--- config.mk ---
export PLATFORM = sky130hd
export DESIGN_NAME = switch_allocator_flat
export DESIGN_NICKNAME = d
export VERILOG_FILES = /design/src/rtl/switch_allocator_pkg.sv /design/src/rtl/switch_allocator_if.sv /design/src/rtl/switch_allocator_rr_arbiter.sv /design/src/rtl/switch_allocator.sv /design/src/flat_wrapper.sv
export SDC_FILE = /design/constraint.sdc
export NUM_CORES = 1
export LEC_CHECK = 0
export BUFFER_PORTS_ARGS = -buffer_cell sky130_fd_sc_hd__buf_2
export CORE_ASPECT_RATIO = 2
export CORE_UTILIZATION = 58
export CTS_CLUSTER_DIAMETER = 150
export CTS_CLUSTER_SIZE = 40
export DETAILED_ROUTE_END_ITERATION = 10
export PLACE_DENSITY = 0.85
export SLEW_MARGIN = 20
export SYNTH_ARGS = -nofsm -noshare
export SYNTH_HDL_FRONTEND = slang
export SYNTH_SLANG_ARGS = --single-unit
--- constraint.sdc ---
create_clock -name clk -period 5.6 [get_ports clk]
set_input_delay 0.28 -clock clk [delete_from_list [all_inputs] [get_ports clk]]
set_output_delay 0.28 -clock clk [all_outputs]
set_load 0.03 [all_outputs]
--- src/rtl/switch_allocator_pkg.sv ---
// -----------------------------------------------------------------------------
// router_pkg: shared types and constants for the router switch allocator.
//   NUM_OF_PORTS : number of router input/output ports
//   port_id_t    : 3-bit port identifier
//   NONE_PORT    : "no route" id; never matches a real output
//   sa_state_t   : per-output allocation FSM state
//   next_port()  : increment a port id with wrap-around at NUM_OF_PORTS-1
// Optional feature macro used elsewhere: SW_ALLOC_STATS_EN.
// -----------------------------------------------------------------------------
package router_pkg;

    localparam int unsigned NUM_OF_PORTS = 5;
    localparam int unsigned PORT_W       = 3;

    typedef logic [PORT_W-1:0] port_id_t;

    localparam port_id_t NONE_PORT = 3'd7;

    typedef enum logic {
        O_IDLE,
        O_LOCKED
    } sa_state_t;

    function automatic port_id_t next_port(input port_id_t p);
        return (p == port_id_t'(NUM_OF_PORTS - 1)) ? '0 : p + port_id_t'(1);
    endfunction

endpackage

--- src/rtl/switch_allocator_if.sv ---
// -----------------------------------------------------------------------------
// switch_allocator_if: input-port requests, crossbar control and status of the
// switch allocator.
//   i_req / i_target_port / i_tail : head-of-buffer flit per input port
//   i_credit_ret                   : downstream slot freed, per output port
//   o_in_grant                     : flit consumed this cycle, per input port
//   o_xbar_valid / o_xbar_sel      : registered crossbar control, per output
//   o_credit_err                   : sticky credit overflow flag
//   o_pkt_cnt                      : completed packets per output
//                                    (only with SW_ALLOC_STATS_EN defined)
// Modports: master drives the requests (router side), slave is the allocator.
// -----------------------------------------------------------------------------
interface switch_allocator_if;
    import router_pkg::*;

    logic [NUM_OF_PORTS-1:0] i_req;
    port_id_t                i_target_port [NUM_OF_PORTS];
    logic [NUM_OF_PORTS-1:0] i_tail;
    logic [NUM_OF_PORTS-1:0] i_credit_ret;
    logic [NUM_OF_PORTS-1:0] o_in_grant;
    logic [NUM_OF_PORTS-1:0] o_xbar_valid;
    port_id_t                o_xbar_sel    [NUM_OF_PORTS];
    logic                    o_credit_err;
`ifdef SW_ALLOC_STATS_EN
    logic [15:0]             o_pkt_cnt     [NUM_OF_PORTS];
`endif

    modport master (
`ifdef SW_ALLOC_STATS_EN
        input  o_pkt_cnt,
`endif
        output i_req, i_target_port, i_tail, i_credit_ret,
        input  o_in_grant, o_xbar_valid, o_xbar_sel, o_credit_err
    );

    modport slave (
`ifdef SW_ALLOC_STATS_EN
        output o_pkt_cnt,
`endif
        input  i_req, i_target_port, i_tail, i_credit_ret,
        output o_in_grant, o_xbar_valid, o_xbar_sel, o_credit_err
    );

endinterface

--- src/rtl/switch_allocator_rr_arbiter.sv ---
// -----------------------------------------------------------------------------
// rr_arbiter: combinational round-robin arbiter.
//   req : request vector, one bit per input port
//   ptr : highest-priority input; search goes upward and wraps to 0
//   gnt : one-hot grant (all zero when no request)
// ptr must be below NUM_OF_PORTS.
// -----------------------------------------------------------------------------
module rr_arbiter
    import router_pkg::*;
(
    input  logic [NUM_OF_PORTS-1:0] req,
    input  port_id_t                ptr,
    output logic [NUM_OF_PORTS-1:0] gnt
);

    port_id_t idx;
    logic     found;

    always_comb begin
        gnt   = '0;
        found = 1'b0;
        idx   = ptr;
        for (int k = 0; k < NUM_OF_PORTS; k++) begin
            if (!found && req[idx]) begin
                gnt[idx] = 1'b1;
                found    = 1'b1;
            end
            idx = next_port(idx);
        end
    end

endmodule

--- src/rtl/switch_allocator.sv ---
// -----------------------------------------------------------------------------
// switch_allocator: wormhole switch allocator with per-output credit tracking.
// Each output runs an O_IDLE/O_LOCKED FSM: in O_IDLE a round-robin arbiter
// picks among eligible inputs; a non-tail grant locks the output to that input
// until its tail flit is granted. Grants need a non-zero output credit.
//   clk, rst_n : clock, synchronous active-low reset
//   sa         : switch_allocator_if.slave (requests, grants, xbar control)
// Parameters: CREDIT_DEPTH (downstream slots per output), CNT_W (counter width).
// Macro SW_ALLOC_STATS_EN adds saturating per-output completed-packet counters.
// -----------------------------------------------------------------------------
module switch_allocator
    import router_pkg::*;
#(
    parameter int unsigned CREDIT_DEPTH = 4,
    parameter int unsigned CNT_W        = $clog2(CREDIT_DEPTH + 1)
) (
    input  logic               clk,
    input  logic               rst_n,
    switch_allocator_if.slave  sa
);

    localparam logic [CNT_W-1:0] CreditFull = CNT_W'(CREDIT_DEPTH);

    sa_state_t               state_q  [NUM_OF_PORTS];
    sa_state_t               state_d  [NUM_OF_PORTS];
    port_id_t                owner_q  [NUM_OF_PORTS];
    port_id_t                owner_d  [NUM_OF_PORTS];
    port_id_t                rr_q     [NUM_OF_PORTS];
    port_id_t                rr_d     [NUM_OF_PORTS];
    logic [CNT_W-1:0]        credit_q [NUM_OF_PORTS];
    logic [CNT_W-1:0]        credit_d [NUM_OF_PORTS];
    port_id_t                sel_q    [NUM_OF_PORTS];
    port_id_t                sel_d    [NUM_OF_PORTS];
    logic [NUM_OF_PORTS-1:0] valid_q, valid_d;
    logic                    err_q, err_d;

    // elig[p][i]: input i may be granted by output p this cycle
    logic [NUM_OF_PORTS-1:0] elig     [NUM_OF_PORTS];
    logic [NUM_OF_PORTS-1:0] arb_gnt  [NUM_OF_PORTS];
    logic [NUM_OF_PORTS-1:0] gnt      [NUM_OF_PORTS];
    port_id_t                gnt_idx  [NUM_OF_PORTS];
    logic [NUM_OF_PORTS-1:0] in_grant;

`ifdef SW_ALLOC_STATS_EN
    logic [15:0]             pkt_q    [NUM_OF_PORTS];
    logic [15:0]             pkt_d    [NUM_OF_PORTS];
`endif

    // Invalid target ids can never equal a real output index, so they drop out here.
    always_comb begin
        for (int p = 0; p < NUM_OF_PORTS; p++) begin
            for (int i = 0; i < NUM_OF_PORTS; i++) begin
                elig[p][i] = sa.i_req[i] && (sa.i_target_port[i] == port_id_t'(p)) &&
                             (credit_q[p] != '0);
            end
        end
    end

    for (genvar p = 0; p < NUM_OF_PORTS; p++) begin : g_arb
        rr_arbiter u_rr_arbiter (
            .req (elig[p]),
            .ptr (rr_q[p]),
            .gnt (arb_gnt[p])
        );
    end

    // Each input names a single target, so the per-output grants never overlap.
    always_comb begin
        in_grant = '0;
        for (int p = 0; p < NUM_OF_PORTS; p++) begin
            gnt[p]     = '0;
            gnt_idx[p] = '0;
            if (rst_n) begin
                if (state_q[p] == O_IDLE) begin
                    gnt[p] = arb_gnt[p];
                end else if (elig[p][owner_q[p]]) begin
                    gnt[p][owner_q[p]] = 1'b1;
                end
            end
            for (int i = 0; i < NUM_OF_PORTS; i++) begin
                if (gnt[p][i]) gnt_idx[p] = port_id_t'(i);
            end
            in_grant = in_grant | gnt[p];
        end
    end

    always_comb begin
        err_d   = err_q;
        valid_d = '0;
        for (int p = 0; p < NUM_OF_PORTS; p++) begin
            state_d[p]  = state_q[p];
            owner_d[p]  = owner_q[p];
            rr_d[p]     = rr_q[p];
            credit_d[p] = credit_q[p];
            sel_d[p]    = sel_q[p];
`ifdef SW_ALLOC_STATS_EN
            pkt_d[p]    = pkt_q[p];
`endif
            if (|gnt[p]) begin
                valid_d[p] = 1'b1;
                sel_d[p]   = gnt_idx[p];
                if (state_q[p] == O_IDLE) begin
                    if (sa.i_tail[gnt_idx[p]]) begin
                        rr_d[p] = next_port(gnt_idx[p]);
                    end else begin
                        state_d[p] = O_LOCKED;
                        owner_d[p] = gnt_idx[p];
                    end
                end else if (sa.i_tail[gnt_idx[p]]) begin
                    state_d[p] = O_IDLE;
                    rr_d[p]    = next_port(owner_q[p]);
                end
`ifdef SW_ALLOC_STATS_EN
                if (sa.i_tail[gnt_idx[p]] && (pkt_q[p] != 16'hFFFF)) begin
                    pkt_d[p] = pkt_q[p] + 16'd1;
                end
`endif
            end
            // Grant and return together cancel out.
            case ({|gnt[p], sa.i_credit_ret[p]})
                2'b10: credit_d[p] = credit_q[p] - CNT_W'(1);
                2'b01: begin
                    if (credit_q[p] == CreditFull) err_d = 1'b1;
                    else                           credit_d[p] = credit_q[p] + CNT_W'(1);
                end
                default: ;
            endcase
        end
    end

    always_ff @(posedge clk) begin
        if (!rst_n) begin
            err_q   <= 1'b0;
            valid_q <= '0;
            for (int p = 0; p < NUM_OF_PORTS; p++) begin
                state_q[p]  <= O_IDLE;
                owner_q[p]  <= '0;
                rr_q[p]     <= '0;
                credit_q[p] <= CreditFull;
                sel_q[p]    <= '0;
`ifdef SW_ALLOC_STATS_EN
                pkt_q[p]    <= '0;
`endif
            end
        end else begin
            err_q   <= err_d;
            valid_q <= valid_d;
            for (int p = 0; p < NUM_OF_PORTS; p++) begin
                state_q[p]  <= state_d[p];
                owner_q[p]  <= owner_d[p];
                rr_q[p]     <= rr_d[p];
                credit_q[p] <= credit_d[p];
                sel_q[p]    <= sel_d[p];
`ifdef SW_ALLOC_STATS_EN
                pkt_q[p]    <= pkt_d[p];
`endif
            end
        end
    end

    always_comb begin
        sa.o_in_grant   = in_grant;
        sa.o_xbar_valid = valid_q;
        sa.o_credit_err = err_q;
        for (int p = 0; p < NUM_OF_PORTS; p++) begin
            sa.o_xbar_sel[p] = sel_q[p];
`ifdef SW_ALLOC_STATS_EN
            sa.o_pkt_cnt[p]  = pkt_q[p];
`endif
        end
    end

endmodule

--- src/flat_wrapper.sv ---
// flat-port wrapper written by rule: the top's interface ports become plain ports
module switch_allocator_flat import router_pkg::*;
#(
    parameter int unsigned CREDIT_DEPTH = 4,
    parameter int unsigned CNT_W        = $clog2(CREDIT_DEPTH + 1)
)
  (clk, rst_n, sa_i_req, sa_i_target_port, sa_i_tail, sa_i_credit_ret, sa_o_in_grant, sa_o_xbar_valid, sa_o_xbar_sel, sa_o_credit_err);
  switch_allocator_if sa_i ();
  input  logic clk;
  input  logic rst_n;
  input wire logic [$bits(sa_i.i_req)-1:0] sa_i_req;
  input wire logic [$bits(sa_i.i_target_port)-1:0] sa_i_target_port;
  input wire logic [$bits(sa_i.i_tail)-1:0] sa_i_tail;
  input wire logic [$bits(sa_i.i_credit_ret)-1:0] sa_i_credit_ret;
  output wire logic [$bits(sa_i.o_in_grant)-1:0] sa_o_in_grant;
  output wire logic [$bits(sa_i.o_xbar_valid)-1:0] sa_o_xbar_valid;
  output wire logic [$bits(sa_i.o_xbar_sel)-1:0] sa_o_xbar_sel;
  output wire logic [$bits(sa_i.o_credit_err)-1:0] sa_o_credit_err;
  assign sa_i.i_req = sa_i_req;
  assign sa_i.i_target_port = {>>{sa_i_target_port}};
  assign sa_i.i_tail = sa_i_tail;
  assign sa_i.i_credit_ret = sa_i_credit_ret;
  assign sa_o_in_grant = sa_i.o_in_grant;
  assign sa_o_xbar_valid = sa_i.o_xbar_valid;
  assign sa_o_xbar_sel = {>>{sa_i.o_xbar_sel}};
  assign sa_o_credit_err = sa_i.o_credit_err;
  switch_allocator #(.CREDIT_DEPTH(CREDIT_DEPTH), .CNT_W(CNT_W)) u_core (.clk(clk), .rst_n(rst_n), .sa(sa_i));
endmodule
Yosys cells after proc, flatten, opt, wreduce, memory -nomap -nowiden
Memory sizes are Yosys's and may differ from the RTL's.
Cells that the tools add are included.

operators by class
  multiplexer cells = 342
  equality and inequality tests = 65
  $add $sub $neg = 40
  reductions and logical operators = 135
  magnitude comparators = 65
  bitwise logic cells = 49

operators with widths
  cell                 number
  $mux 3               100
  $mux 5               40
  $lt 3x4->1 const B   35
  $mux 1               122
  $eq 3x3->1 const B   40
  $or 5x5->5           24
  $add 3x1->3 const B  35
  $bmux 1 s3           35
  $logic_and 1x1->1    100
  $demux 1 s3          30
  $ge 3x1->1 const B   30
  $eq 3x2->1 const B   10
  $pmux 3 s2           5
  $or 1x1->1           25
  $reduce_or 5->1      5
  $logic_not 1->1      20
  $mux 2               10
  $eq 3x1->1 const B   5
  $logic_not 3->1      5
  $reduce_bool 3->1    5
  $sub 3x1->3 const B  5
  $eq 2x1->1 const B   5
  $eq 2x2->1 const B   5

storage, ports and cells
  input bits = 32
  memory bits (writable) = 65
  register bits = 6
  output and inout port bits = 26
  memories kept = 5

memories
  memory           words  width  rd ports  clocked after memory_dff  write ports  line                    RTL
  u_core.credit_q  5      3      5         0                         5            switch_allocator.sv:30  logic [CNT_W-1:0] credit_q [NUM_OF_PORTS];
  u_core.owner_q   5      3      5         0                         5            switch_allocator.sv:26  port_id_t owner_q [NUM_OF_PORTS];
  u_core.rr_q      5      3      5         0                         5            switch_allocator.sv:28  port_id_t rr_q [NUM_OF_PORTS];
  u_core.sel_q     5      3      5         0                         5            switch_allocator.sv:32  port_id_t sel_q [NUM_OF_PORTS];
  u_core.state_q   5      1      5         0                         5            switch_allocator.sv:24  sa_state_t state_q [NUM_OF_PORTS];

Depth between registers and ports, before layout
Gate-level depths: netlist of the first run.

  depth after elaboration = 31
  gate-level depth with buffers = 27
  depth with buffers taken out = 23

Cells and area by module
Synthesis of the first run repeated with hierarchy kept, for this count alone.

second synthesis, totals
  cells, all modules = 1,470
  area, all modules = 11,123.2 sq um

by module, submodules not included
  module                                          cells an instance  seq. area each (sq um)  area each (sq um)  times used
  switch_allocator                                688                1,421.4                 5,630.4            1
  rr_arbiter at u_core.g_arb[0].u_rr_arbiter ...  157                0.0                     1,111.1            4
  rr_arbiter at u_core.g_arb[4].u_rr_arbiter      154                0.0                     1,048.5            1

Worst setup path before layout of the first run
Ideal clock, no wire load.

  path kind = register -> register
  start point = mem u_core.rr_q[0][9] in the netlist's numbering
  end point = mem u_core.credit_q[0][11] in the netlist's numbering
  period minus slack after synthesis = 6.190 ns
  stages on the path, launching flop included = 27
  setup slack = -0.590 ns
  arrival = 6.047 ns
  library setup time = 0.143 ns
  buffers on the path = 5
  cells stage by stage = dfxtp_1 > clkbuf_1 > inv_1 > ha_1 > clkbuf_1 > a21oi_1 > inv_1 > ha_1 > o21ai_0 > a22o_1 > clkbuf_1 > inv_1 > clkbuf_1 > ha_1 > clkbuf_1 > or4_4 > a21oi_1 > or3_1 > a311oi_2 > o2111ai_1 > nand2_1 > nor4_4 > nand2_1 > fa_1 > or3_1 > o211ai_1 > o2111ai_1

RTL lines
  item             line
  start, declared  switch_allocator.sv:28
  end, declared    switch_allocator.sv:30

==> impl_metrics.json, run 1 <==
{
  "clk_transition_reported_paths_ns": 0.06,
  "wirelength_um": 39380,
  "syn-mean-instance-area_um2": 7.173,
  "grt_antenna_before_repair": 4,
  "floorplan.die.height_um": 191.2,
  "synth_cells": 1447,
  "fin_crit_sh_pct": 95.20,
  "insertion_delay_ns": 0.35,
  "synth-seq-cells": 71,
  "largest_net_degree_at_the_start_of_global_routing": 27,
  "setup.worst_path.start_class": "flip-flop",
  "outcome": "complete, no violations",
  "crit_path_top_delay_cell": "sky130_fd_sc_hd__ha_1",
  "worst-endpoint-required_ns": 5.32,
  "drt-wirelength-per-cell_um": 23.05,
  "number_of_cells_on_the_worst_hold_path": 3,
  "holdCritPathClass": "in -> reg",
  "power_density_nw_per_um2": 742.5,
  "final_antenna_net_count": 0,
  "drt_drc_violations_left": 0,
  "worst_hold_startpoint": "sa_i_credit_ret[4]",
  "drv.max_cap_violation_count": 0,
  "netlist_area_um2": 10380,
  "layout-area-overhead-vs-synth_pct": 10.96,
  "routed_via_density": 7.408,
  "layout.core_utilization_pct": 66.35,
  "r2r_end": "u_core.credit_q[0][2]",
  "synth_flop_type": "sky130_fd_sc_hd__dfxtp_1",
  "grt_usage_pct": 43.73,
  "worst_hold_path.endpoint": "u_core.credit_q[0][14]",
  "series_of_cell_instances_along_the_critical_path": "inv_1, ha_1, inv_1, ha_1, o21ai_0, a22o_1, clkinvlp_4, ha_4, nor2_1, o21a_1, o311a_1, or2_2, a41oi_1, o21ai_0, or3_1, or3b_2, buf_2",
  "cts-root-to-sink-buffers": 2,
  "nets": 1575,
  "number_of_failing_setup_endpoints_in_the_final_timing_report": 0,
  "p_leak_nw": 4.621,
  "slowest_delay_ns": 0.47,
  "hpwlAfterDp_um": 29900,
  "detailedRoute.firstPassIterationCount": 7,
  "via_count_of_the_first_global_routing_pass": 12200,
  "vdd_ir_drop_max_uv": 444.1,
  "grt.overflow.total": 0,
  "critical_path_peak_fanout": 10,
  "number_of_enable_flip_flop_cells_after_synthesis": 0,
  "postLayoutSetupSlackWorst_ns": 0.2687,
  "worst_pin_slew_ns": 1.052,
  "dp_slack_ns": 0.2055,
  "root_cell_of_the_clock_tree": "sky130_fd_sc_hd__clkbuf_16",
  "grt_pass1_wl_um": 62110,
  "most-common-layout-cells": "sky130_fd_sc_hd__nand2_1 (151), sky130_fd_sc_hd__nor2_1 (105), sky130_fd_sc_hd__a21oi_1 (86)",
  "dieArea_um2": 18470,
  "io_pins": 58,
  "reg_to_reg_critical_path_startpoint": "u_core.rr_q[0][0]",
  "final_hold_viol_count": 0,
  "synth-async-reset-ratio_pct": 0,
  "portbufs": 57,
  "gp_congestion": 1.043,
  "total_power_mw": 8.551,
  "most_frequent_standard_cell_in_the_layout_excluding_fill_and_tap_cells": "sky130_fd_sc_hd__nand2_1",
  "fmax_mhz": 187.6,
  "timing_worst_setup_path_type": "reg -> out",
  "drive_gt1_share_pct": 15.30,
  "max_slew_margin_pct": 28.91,
  "die-width_um": 96.59,
  "initial_core_util_pct": 59.80,
  "final_max_slew_viol_count": 0,
  "yosysSeqAreaShare_pct": 13.69,
  "num_rows": 68,
  "worst_clock_skew_on_the_final_layout_ns": 0.008456,
  "core_um2": 17360,
  "htree_num_levels": 3,
  "synth.lib_cells_used.distinct": 107,
  "period_minus_slack_ns": 5.331,
  "drtIter0Drc": 1059,
  "cts_tree": "yes",
  "rr_worst_depth": 18,
  "ys_warn_count": 0,
  "cts_buf_count": 9,
  "rrSetupSlack_ns": 0.30,
  "worst-endpoint-arrival_ns": 5.05,
  "dr_total_vias": 12650,
  "clock-sinks": 71,
  "crit_path_end_kind": "primary output",
  "synth_nets": 1530
}
synthesized netlist by cell type, types with 21 or more instances:
cell	instances	area, µm²
sky130_fd_sc_hd__o211ai_1	22	165.2
sky130_fd_sc_hd__or3_1	21	131.4
sky130_fd_sc_hd__o21ai_0	84	420.4
sky130_fd_sc_hd__a211oi_1	22	165.2
sky130_fd_sc_hd__mux2i_1	60	600.6
sky130_fd_sc_hd__dfxtp_1	71	1421
sky130_fd_sc_hd__clkbuf_1	62	232.7
sky130_fd_sc_hd__nand3_1	50	250.2
sky130_fd_sc_hd__nor2_1	107	401.6
sky130_fd_sc_hd__nand4_1	22	137.6
sky130_fd_sc_hd__nor3_1	47	235.2
sky130_fd_sc_hd__ha_1	46	575.6
sky130_fd_sc_hd__nand2_1	152	570.6
sky130_fd_sc_hd__inv_1	71	266.5
sky130_fd_sc_hd__a21oi_1	91	455.4
metrics by stage:
step	hold WS, ns	cells	instance area [µm²]	TNS [ns]
3_3_place_gp	0.4427	1688	11020	0
4_1_cts	0.2984	1704	11370	0
2_1_floorplan	0.4509	1447	10420	-0.09705
3_5_place_dp	0.4450	1688	11020	0
5_1_grt	0.3265	1708	11520	-0.0007505
6_report	0.3124	1708	11520	0
area by class of cell:
type	instances	area (µm²)
diodes	1	2.502
clock buffers	9	225.2
clock inverters	7	125.1
fillers	1535	5841
inverters	78	297.8
multi-input cells	1220	8478
flip-flops and latches	71	1426
well taps	210	262.8
repair buffers	112	698.2
worst max-delay path by stage:
stage / slack (ns) / start / endpoint / depth (start not counted)
finish: 0.27 / u_core.rr_q[0][4] / sa_o_in_grant[2] / 17
global route: -0.0008 / u_core.rr_q[0][9] / u_core.credit_q[0][11] / 22
CTS: 0.14 / u_core.rr_q[0][1] / u_core.credit_q[0][2] / 21
detailed placement: 0.21 / u_core.rr_q[0][9] / u_core.credit_q[0][11] / 19
global placement: 0.32 / u_core.rr_q[0][1] / u_core.credit_q[0][2] / 21
floorplan: -0.1 / u_core.rr_q[0][9] / u_core.credit_q[0][11] / 26
per-layer routing:
metal,share of wire (%),wire length [µm],global-route usage [%]
met1,33,12980,42.12
met2,48,19090,71.61
met3,8.6,3390,14.12
met4,9.8,3873,39.37
met5,0.099,39,1.488
critical path: cells and delay by family, from the launching register on:
| family | cells | cell delay [ns] |
|---|---|---|
| AOI/OAI and AO/OA | 6 | 1.31 |
| buffers and inverters | 4 | 0.64 |
| and+or+nand+nor | 4 | 1.31 |
| adders and majority gates | 3 | 1.10 |
| DFF | 1 | 0.33 |
where the power goes:
part | switching, mW | internal [mW] | total, mW | leakage, nW
logic | 4.30 | 2.54 | 6.84 | 3.86
clock network | 0.254 | 0.441 | 0.696 | 0.171
registers | 0.294 | 0.720 | 1.01 | 0.585
flip-flops by register name, indices dropped and copies added (netlist names):
register                count
u_core.credit_q            15
u_core.owner_q             15
u_core.rr_q                15
u_core.sel_q               15
u_core.sa.o_xbar_valid      5
u_core.state_q              5
u_core.sa.o_credit_err      1
cells by family (layout without fill, tap and decap cells):
family          count (synthesis)  after routing  share of synthesized area (%)
xor+xnor                       17             17                          1.435
mux                            72             72                          7.185
buf+inv                       156            206                          5.859
simple gates                  607            607                          32.79
compound gates                473            473                          32.53
flops                          71             71                          13.69
other cells                     0              1                              0
fa+ha+maj                      51             51                          6.510
what timing repair did:
action                     in CTS  in global routing
hold buffers                    0                  0
buffers inserted                0                  3
gates resized for setup         0                 31
setup endpoints to repair       0                 18
hold endpoints to repair        0                  0
Power figures use the tool's default switching activity.
==> run 2, diff against run 1 <==
- CORE_MARGIN: unset -> 1.5
==> impl_metrics.json, run 2 (synthesis gave the netlist of run 1 again) <==
{
  "cts-root-to-sink-buffers": 2,
  "clk_transition_reported_paths_ns": 0.06,
  "fin_crit_sh_pct": 97.14,
  "via_count_of_the_first_global_routing_pass": 11310,
  "worst_clock_skew_on_the_final_layout_ns": 0.007636,
  "num_rows": 69,
  "cts_buf_count": 9,
  "power.switching_fraction_pct": 56.51,
  "clockPowerShare_pct": 7.1,
  "fmax_mhz": 183.8,
  "drtIter0Drc": 1277,
  "clock-sinks": 71,
  "number_of_failing_setup_endpoints_in_the_final_timing_report": 0,
  "power_frac_seq_pct": 11.8,
  "critical_path_peak_fanout": 9,
  "floorplan.die.height_um": 192.2,
  "period_minus_slack_ns": 5.440,
  "wirelength_um": 37040,
  "dieArea_um2": 18750,
  "power.internal_mw": 3.641,
  "worst_pin_slew_ns": 1.069,
  "crit_path_top_delay_cell": "sky130_fd_sc_hd__or3b_2",
  "grt_pass1_wl_um": 58600,
  "timing.setup.tns_ns": 0,
  "outcome": "complete, no violations",
  "root_cell_of_the_clock_tree": "sky130_fd_sc_hd__clkbuf_16",
  "worst-endpoint-arrival_ns": 5.16,
  "detailedRoute.firstPassIterationCount": 6,
  "drt-wirelength-per-cell_um": 21.57,
  "cpLargestDelayFamily": "compound AO/OA/AOI/OAI gates",
  "drv.max_cap_violation_count": 0,
  "total_power_mw": 8.372,
  "grt.overflow.total": 0,
  "holdCritPathClass": "in -> reg",
  "final_hold_viol_count": 0,
  "grt_antenna_before_repair": 4,
  "insertion_delay_ns": 0.35,
  "p_leak_nw": 4.603,
  "final_antenna_net_count": 0,
  "gp_congestion": 1.100,
  "layout-area-overhead-vs-synth_pct": 10.16,
  "crit_path_end_kind": "primary output",
  "post_layout_nonfiller_instances": 1717,
  "nets": 1578,
  "fin_hold_ws_ns": 0.2847,
  "power_density_nw_per_um2": 732.3,
  "placedCellCount": 1694,
  "hpwlAfterDp_um": 28350,
  "setup_repair_after_global_routing_missed_its_margin": "true",
  "setup.worst_path.start_class": "flip-flop",
  "rrSetupSlack_ns": 0.25,
  "worst-endpoint-required_ns": 5.32,
  "fillers": 1569,
  "largest_net_degree_at_the_start_of_global_routing": 66,
  "core_um2": 17610,
  "routed_via_density": 7.216,
  "portbufs": 57,
  "die-width_um": 97.59,
  "grt_usage_pct": 38.19,
  "dr_total_vias": 12390,
  "sw_power_mw": 4.732,
  "layout.core_utilization_pct": 64.92,
  "cts_hold_bufs": 0,
  "vdd_ir_drop_max_uv": 403.3,
  "p_comb_share_pct": 81.1,
  "htree_num_levels": 3,
  "max_slew_margin_pct": 27.79,
  "slowest_delay_ns": 0.49,
  "timing_worst_setup_path_type": "reg -> out",
  "io_pins": 58,
  "final_max_slew_viol_count": 0,
  "drt_drc_violations_left": 0,
  "initial_core_util_pct": 58.93,
  "most-common-layout-cells": "sky130_fd_sc_hd__nand2_1 (151), sky130_fd_sc_hd__nor2_1 (107), sky130_fd_sc_hd__a21oi_1 (88)",
  "drive_gt1_share_pct": 14.47,
  "most_frequent_standard_cell_in_the_layout_excluding_fill_and_tap_cells": "sky130_fd_sc_hd__nand2_1",
  "timing.critical_path.buf_inv": 4,
  "cts_tree": "yes",
  "series_of_cell_instances_along_the_critical_path": "inv_1, ha_2, inv_1, ha_1, o21ai_0, a22o_1, clkinv_1, ha_1, nor2_1, o21a_1, o311a_1, or2_2, a41oi_1, o21ai_0, or3_1, or3b_2, buf_2"
}
-- run 2: final cells by class --
| type | instances | area (µm²) | area share (%) |
|---|---|---|---|
| antenna | 4 | 10.01 | 0.08755 |
| clock buffer | 11 | 242.7 | 2.123 |
| clock inverter | 5 | 56.30 | 0.4924 |
| inverter | 78 | 294.0 | 2.572 |
| multi-input combinational | 1220 | 8419 | 73.64 |
| sequential | 71 | 1424 | 12.45 |
| tap | 213 | 266.5 | 2.331 |
| timing repair buffer | 115 | 720.7 | 6.303 |
-- run 2: repair_timing --
action / CTS / global route
resized for setup: 0 / 15
setup buffers: 0 / 3
setup endpoints to repair: 0 / 5
-- run 2: through the flow --
stage | area (µm²) | setup WS [ns]
after global routing | 11430 | -0.01555
after floorplan | 10420 | -0.09705
final | 11430 | 0.1600
after CTS | 11350 | 0.1704
after global placement | 11050 | 0.5001
after detailed placement | 11050 | 0.2098
-- run 2: worst paths after layout --
| path | cells past startpoint | to | startpoint |
|---|---|---|---|
| setup / recovery | 17 | sa_o_in_grant[2] | u_core.rr_q[0][4] |
| hold / removal | 3 | u_core.credit_q[0][11] | sa_i_credit_ret[3] |
| setup reg to reg | 19 | u_core.credit_q[0][8] | u_core.rr_q[0][7] |
| hold reg to reg | 2 | u_core.sel_q[0][2] | u_core.sel_q[0][2] |
-- run 2: power by group through the flow --
stage,registers (mW),logic [mW],clock network [mW]
finish,0.990,6.79,0.595
global route,1.01,7.34,0.614
CTS,0.974,6.50,0.598
detailed placement,0.985,6.44,0
global placement,0.970,6.32,0
floorplan,1.01,4.81,0
-- run 2: worst register-to-register path, stage by stage (launching register included) --
cell,delay [ns]
sky130_fd_sc_hd__dfxtp_1,0.37
sky130_fd_sc_hd__inv_1,0.09
sky130_fd_sc_hd__ha_1,0.28
sky130_fd_sc_hd__a21oi_4,0.24
sky130_fd_sc_hd__clkinv_2,0.16
sky130_fd_sc_hd__ha_1,0.27
sky130_fd_sc_hd__or4_1,0.47
sky130_fd_sc_hd__and3_1,0.28
sky130_fd_sc_hd__or4_1,0.45
sky130_fd_sc_hd__o2111ai_1,0.11
sky130_fd_sc_hd__o211ai_1,0.22
sky130_fd_sc_hd__buf_4,0.22
sky130_fd_sc_hd__a41oi_1,0.23
sky130_fd_sc_hd__o22ai_1,0.25
sky130_fd_sc_hd__nor4_4,0.38
sky130_fd_sc_hd__nand2_2,0.14
sky130_fd_sc_hd__fa_1,0.47
sky130_fd_sc_hd__or3_1,0.38
sky130_fd_sc_hd__o211ai_1,0.11
sky130_fd_sc_hd__nand3_1,0.09
-- run 2: layer usage --
layer  share of wire (%)  GRT usage (%)  vias up
met5                   0              0        -
li1                    -              -     5683
met2                  46          62.29      801
met3                 9.0          5.859      155
met4                 5.8          20.82        0
met1                  39          48.04     5751
==> run 3, diff against run 2 <==
--- a/config.mk
+++ b/config.mk
@@ -7,6 +7,6 @@
 export LEC_CHECK = 0
-export BUFFER_PORTS_ARGS = -buffer_cell sky130_fd_sc_hd__buf_2
+export BUFFER_PORTS_ARGS = -buffer_cell sky130_fd_sc_hd__buf_4
 export CORE_ASPECT_RATIO = 2
 export CORE_MARGIN = 1.5
-export CORE_UTILIZATION = 58
+export CORE_UTILIZATION = 64
 export CTS_CLUSTER_DIAMETER = 150
@@ -14,3 +14,3 @@
 export DETAILED_ROUTE_END_ITERATION = 10
-export PLACE_DENSITY = 0.85
+export PLACE_DENSITY = 0.89
 export SLEW_MARGIN = 20
==> constraint.sdc (replaced) <==
create_clock -name clk -period 5.8 [get_ports clk]
set_input_delay 0 -clock clk [delete_from_list [all_inputs] [get_ports clk]]
set_output_delay 0 -clock clk [all_outputs]
set_load 0.03 [all_outputs]
==> impl_metrics.json, run 3 (synthesis gave the netlist of run 1 again) <==
{
  "p_comb_share_pct": 81.3,
  "floorplan.die.height_um": 183.1,
  "most_frequent_standard_cell_in_the_layout_excluding_fill_and_tap_cells": "sky130_fd_sc_hd__nand2_1",
  "critical_path_peak_fanout": 12,
  "power_frac_seq_pct": 12.1,
  "grt_antenna_before_repair": 2,
  "cts_buf_count": 9,
  "dieArea_um2": 17040,
  "routed_via_density": 7.447,
  "drt-wirelength-per-cell_um": 23.31,
  "gr-usage-met3_pct": 13.47,
  "crit_path_end_kind": "flip-flop",
  "grt_util_met1_pct": 43.36,
  "number_of_failing_setup_endpoints_in_the_final_timing_report": 0,
  "htree_num_levels": 3,
  "outcome": "complete, no violations",
  "fillers": 1371,
  "holdCritPathClass": "in -> reg",
  "power_density_nw_per_um2": 713.4,
  "io_pins": 58,
  "drt_drc_violations_left": 0,
  "hpwlAfterDp_um": 29930,
  "drive_gt1_share_pct": 13.98,
  "portbufs": 57,
  "cts-root-to-sink-buffers": 2,
  "period_minus_slack_ns": 5.487,
  "worst-endpoint-arrival_ns": 5.76,
  "insertion_delay_ns": 0.35,
  "r2r_end": "u_core.credit_q[0][2]",
  "num_rows": 65,
  "setup_repair_after_global_routing_missed_its_margin": "false",
  "worst_path_most_repeated_cell": "sky130_fd_sc_hd__nor2_1",
  "clk_transition_reported_paths_ns": 0.06,
  "rr_worst_depth": 21,
  "number_of_cells_on_the_worst_hold_path": 3,
  "busiest_layer": "met2",
  "max_slew_margin_pct": 23.17,
  "worst-endpoint-required_ns": 6.07,
  "clockPowerShare_pct": 6.6,
  "slowest_delay_ns": 0.56,
  "grt.overflow.total": 0,
  "power.internal_mw": 3.504,
  "worst_hold_startpoint": "sa_i_credit_ret[4]",
  "final_antenna_net_count": 0,
  "vdd_ir_drop_max_uv": 648.2,
  "worst_pin_slew_ns": 1.137,
  "core_um2": 15860,
  "gp_congestion": 1.107,
  "detailedRoute.firstPassIterationCount": 6,
  "final_max_slew_viol_count": 0,
  "drtIter0Drc": 1163,
  "most-common-layout-cells": "sky130_fd_sc_hd__nand2_1 (152), sky130_fd_sc_hd__buf_4 (109), sky130_fd_sc_hd__nor2_1 (107)",
  "fin_crit_sh_pct": 94.61,
  "total_power_mw": 8.192,
  "nets": 1573,
  "crit_path_top_delay_cell": "sky130_fd_sc_hd__ha_2",
  "setup.worst_path.start_class": "flip-flop",
  "dr_total_vias": 12640,
  "series_of_cell_instances_along_the_critical_path": "clkinv_1, ha_2, inv_1, nor2_1, nor2_1, ha_1, nor3b_1, mux2_2, a211oi_1, o31ai_2, and2_1, a221o_1, a22o_1, or3b_1, nor2_4, nand2_1, fa_1, nor2_1, o21ai_0, and3_1, o21ai_0",
  "cts_tree": "yes",
  "timing_worst_setup_path_type": "reg -> reg",
  "worst_clock_skew_on_the_final_layout_ns": 0.009198,
  "clock-sinks": 71,
  "layout.core_utilization_pct": 72.40,
  "largest_net_degree_at_the_start_of_global_routing": 68,
  "root_cell_of_the_clock_tree": "sky130_fd_sc_hd__clkbuf_16",
  "fmax_mhz": 182.2,
  "grt_usage_pct": 46.40,
  "rrSetupSlack_ns": 0.31,
  "grt_pass1_wl_um": 62400,
  "power.switching_fraction_pct": 57.23,
  "final_hold_viol_count": 0,
  "globalRouteMet2Util_pct": 79.47,
  "p_leak_nw": 4.596,
  "timing.setup.tns_ns": 0,
  "via_count_of_the_first_global_routing_pass": 12380,
  "die-width_um": 93.05,
  "wirelength_um": 39560,
  "reg_to_reg_critical_path_startpoint": "u_core.rr_q[0][1]",
  "initial_core_util_pct": 65.44,
  "worst_hold_path.endpoint": "u_core.credit_q[0][14]",
  "layout-area-overhead-vs-synth_pct": 10.63,
  "sw_power_mw": 4.688,
  "drv.max_cap_violation_count": 0
}
-- run 3: layout make-up --
type	count	area [µm²]	share of cell area, %
sequential	71	1425	12.41
inverter	78	292.8	2.550
clock buffer	10	239.0	2.081
clock inverter	6	45.04	0.3923
multi-input combinational	1220	8398	73.14
tap	201	251.5	2.190
timing repair buffer	110	828.3	7.214
antenna	1	2.502	0.02179
-- run 3: worst max path at each step --
stage                      startpoint                     end  cells past startpoint
CTS                 u_core.rr_q[0][1]   u_core.credit_q[0][2]                     21
global route        u_core.rr_q[0][1]   u_core.credit_q[0][2]                     21
finish              u_core.rr_q[0][1]   u_core.credit_q[0][2]                     21
floorplan           u_core.rr_q[0][9]  u_core.credit_q[0][11]                     26
detailed placement  u_core.rr_q[0][1]   u_core.credit_q[0][2]                     21
global placement    u_core.rr_q[0][1]   u_core.credit_q[0][2]                     21
-- run 3: metrics by stage --
stage | setup slack (ns) | hold WS (ns) | std cells | instance area, µm²
finish | 0.3129 | 0.02230 | 1697 | 11480
global route | 0.01858 | 0.03586 | 1696 | 11480
CTS | 0.2555 | 0.02666 | 1696 | 11440
detailed placement | 0.3148 | 0.3144 | 1679 | 11140
global placement | 0.3851 | 0.2894 | 1679 | 11140
floorplan | -0.07721 | 0.1709 | 1447 | 10400
-- run 3: timing repair --
item,in CTS,in global routing
buffers inserted,0,0
resized for setup,0,12
hold endpoints to repair,1,0
setup endpoints to repair,0,16
hold buffers,1,0
-- run 3: routing by layer --
metal / routed length (µm) / part of all wire (%)
met2: 19020 / 48
met3: 3539 / 8.9
met4: 4123 / 10
met5: 13 / 0.033
met1: 12850 / 32
-- run 3: critical path: cells and delay by family (launching register included) --
family,cells,cell delay [ns]
muxes,1,0.27
DFF,1,0.34
and+or+nand+nor,9,1.72
AOI/OAI and AO/OA,6,1.37
adders and majority gates,3,1.31
buffers and inverters,2,0.39
-- run 3: power groups by stage --
stage,Combinational [mW],Clock (mW),Sequential [mW]
after floorplan,4.62,0,0.976
after global placement,6.25,0,0.966
after detailed placement,6.36,0,0.980
after CTS,6.39,0.535,0.971
after global routing,7.14,0.558,1.02
final,6.66,0.538,0.993
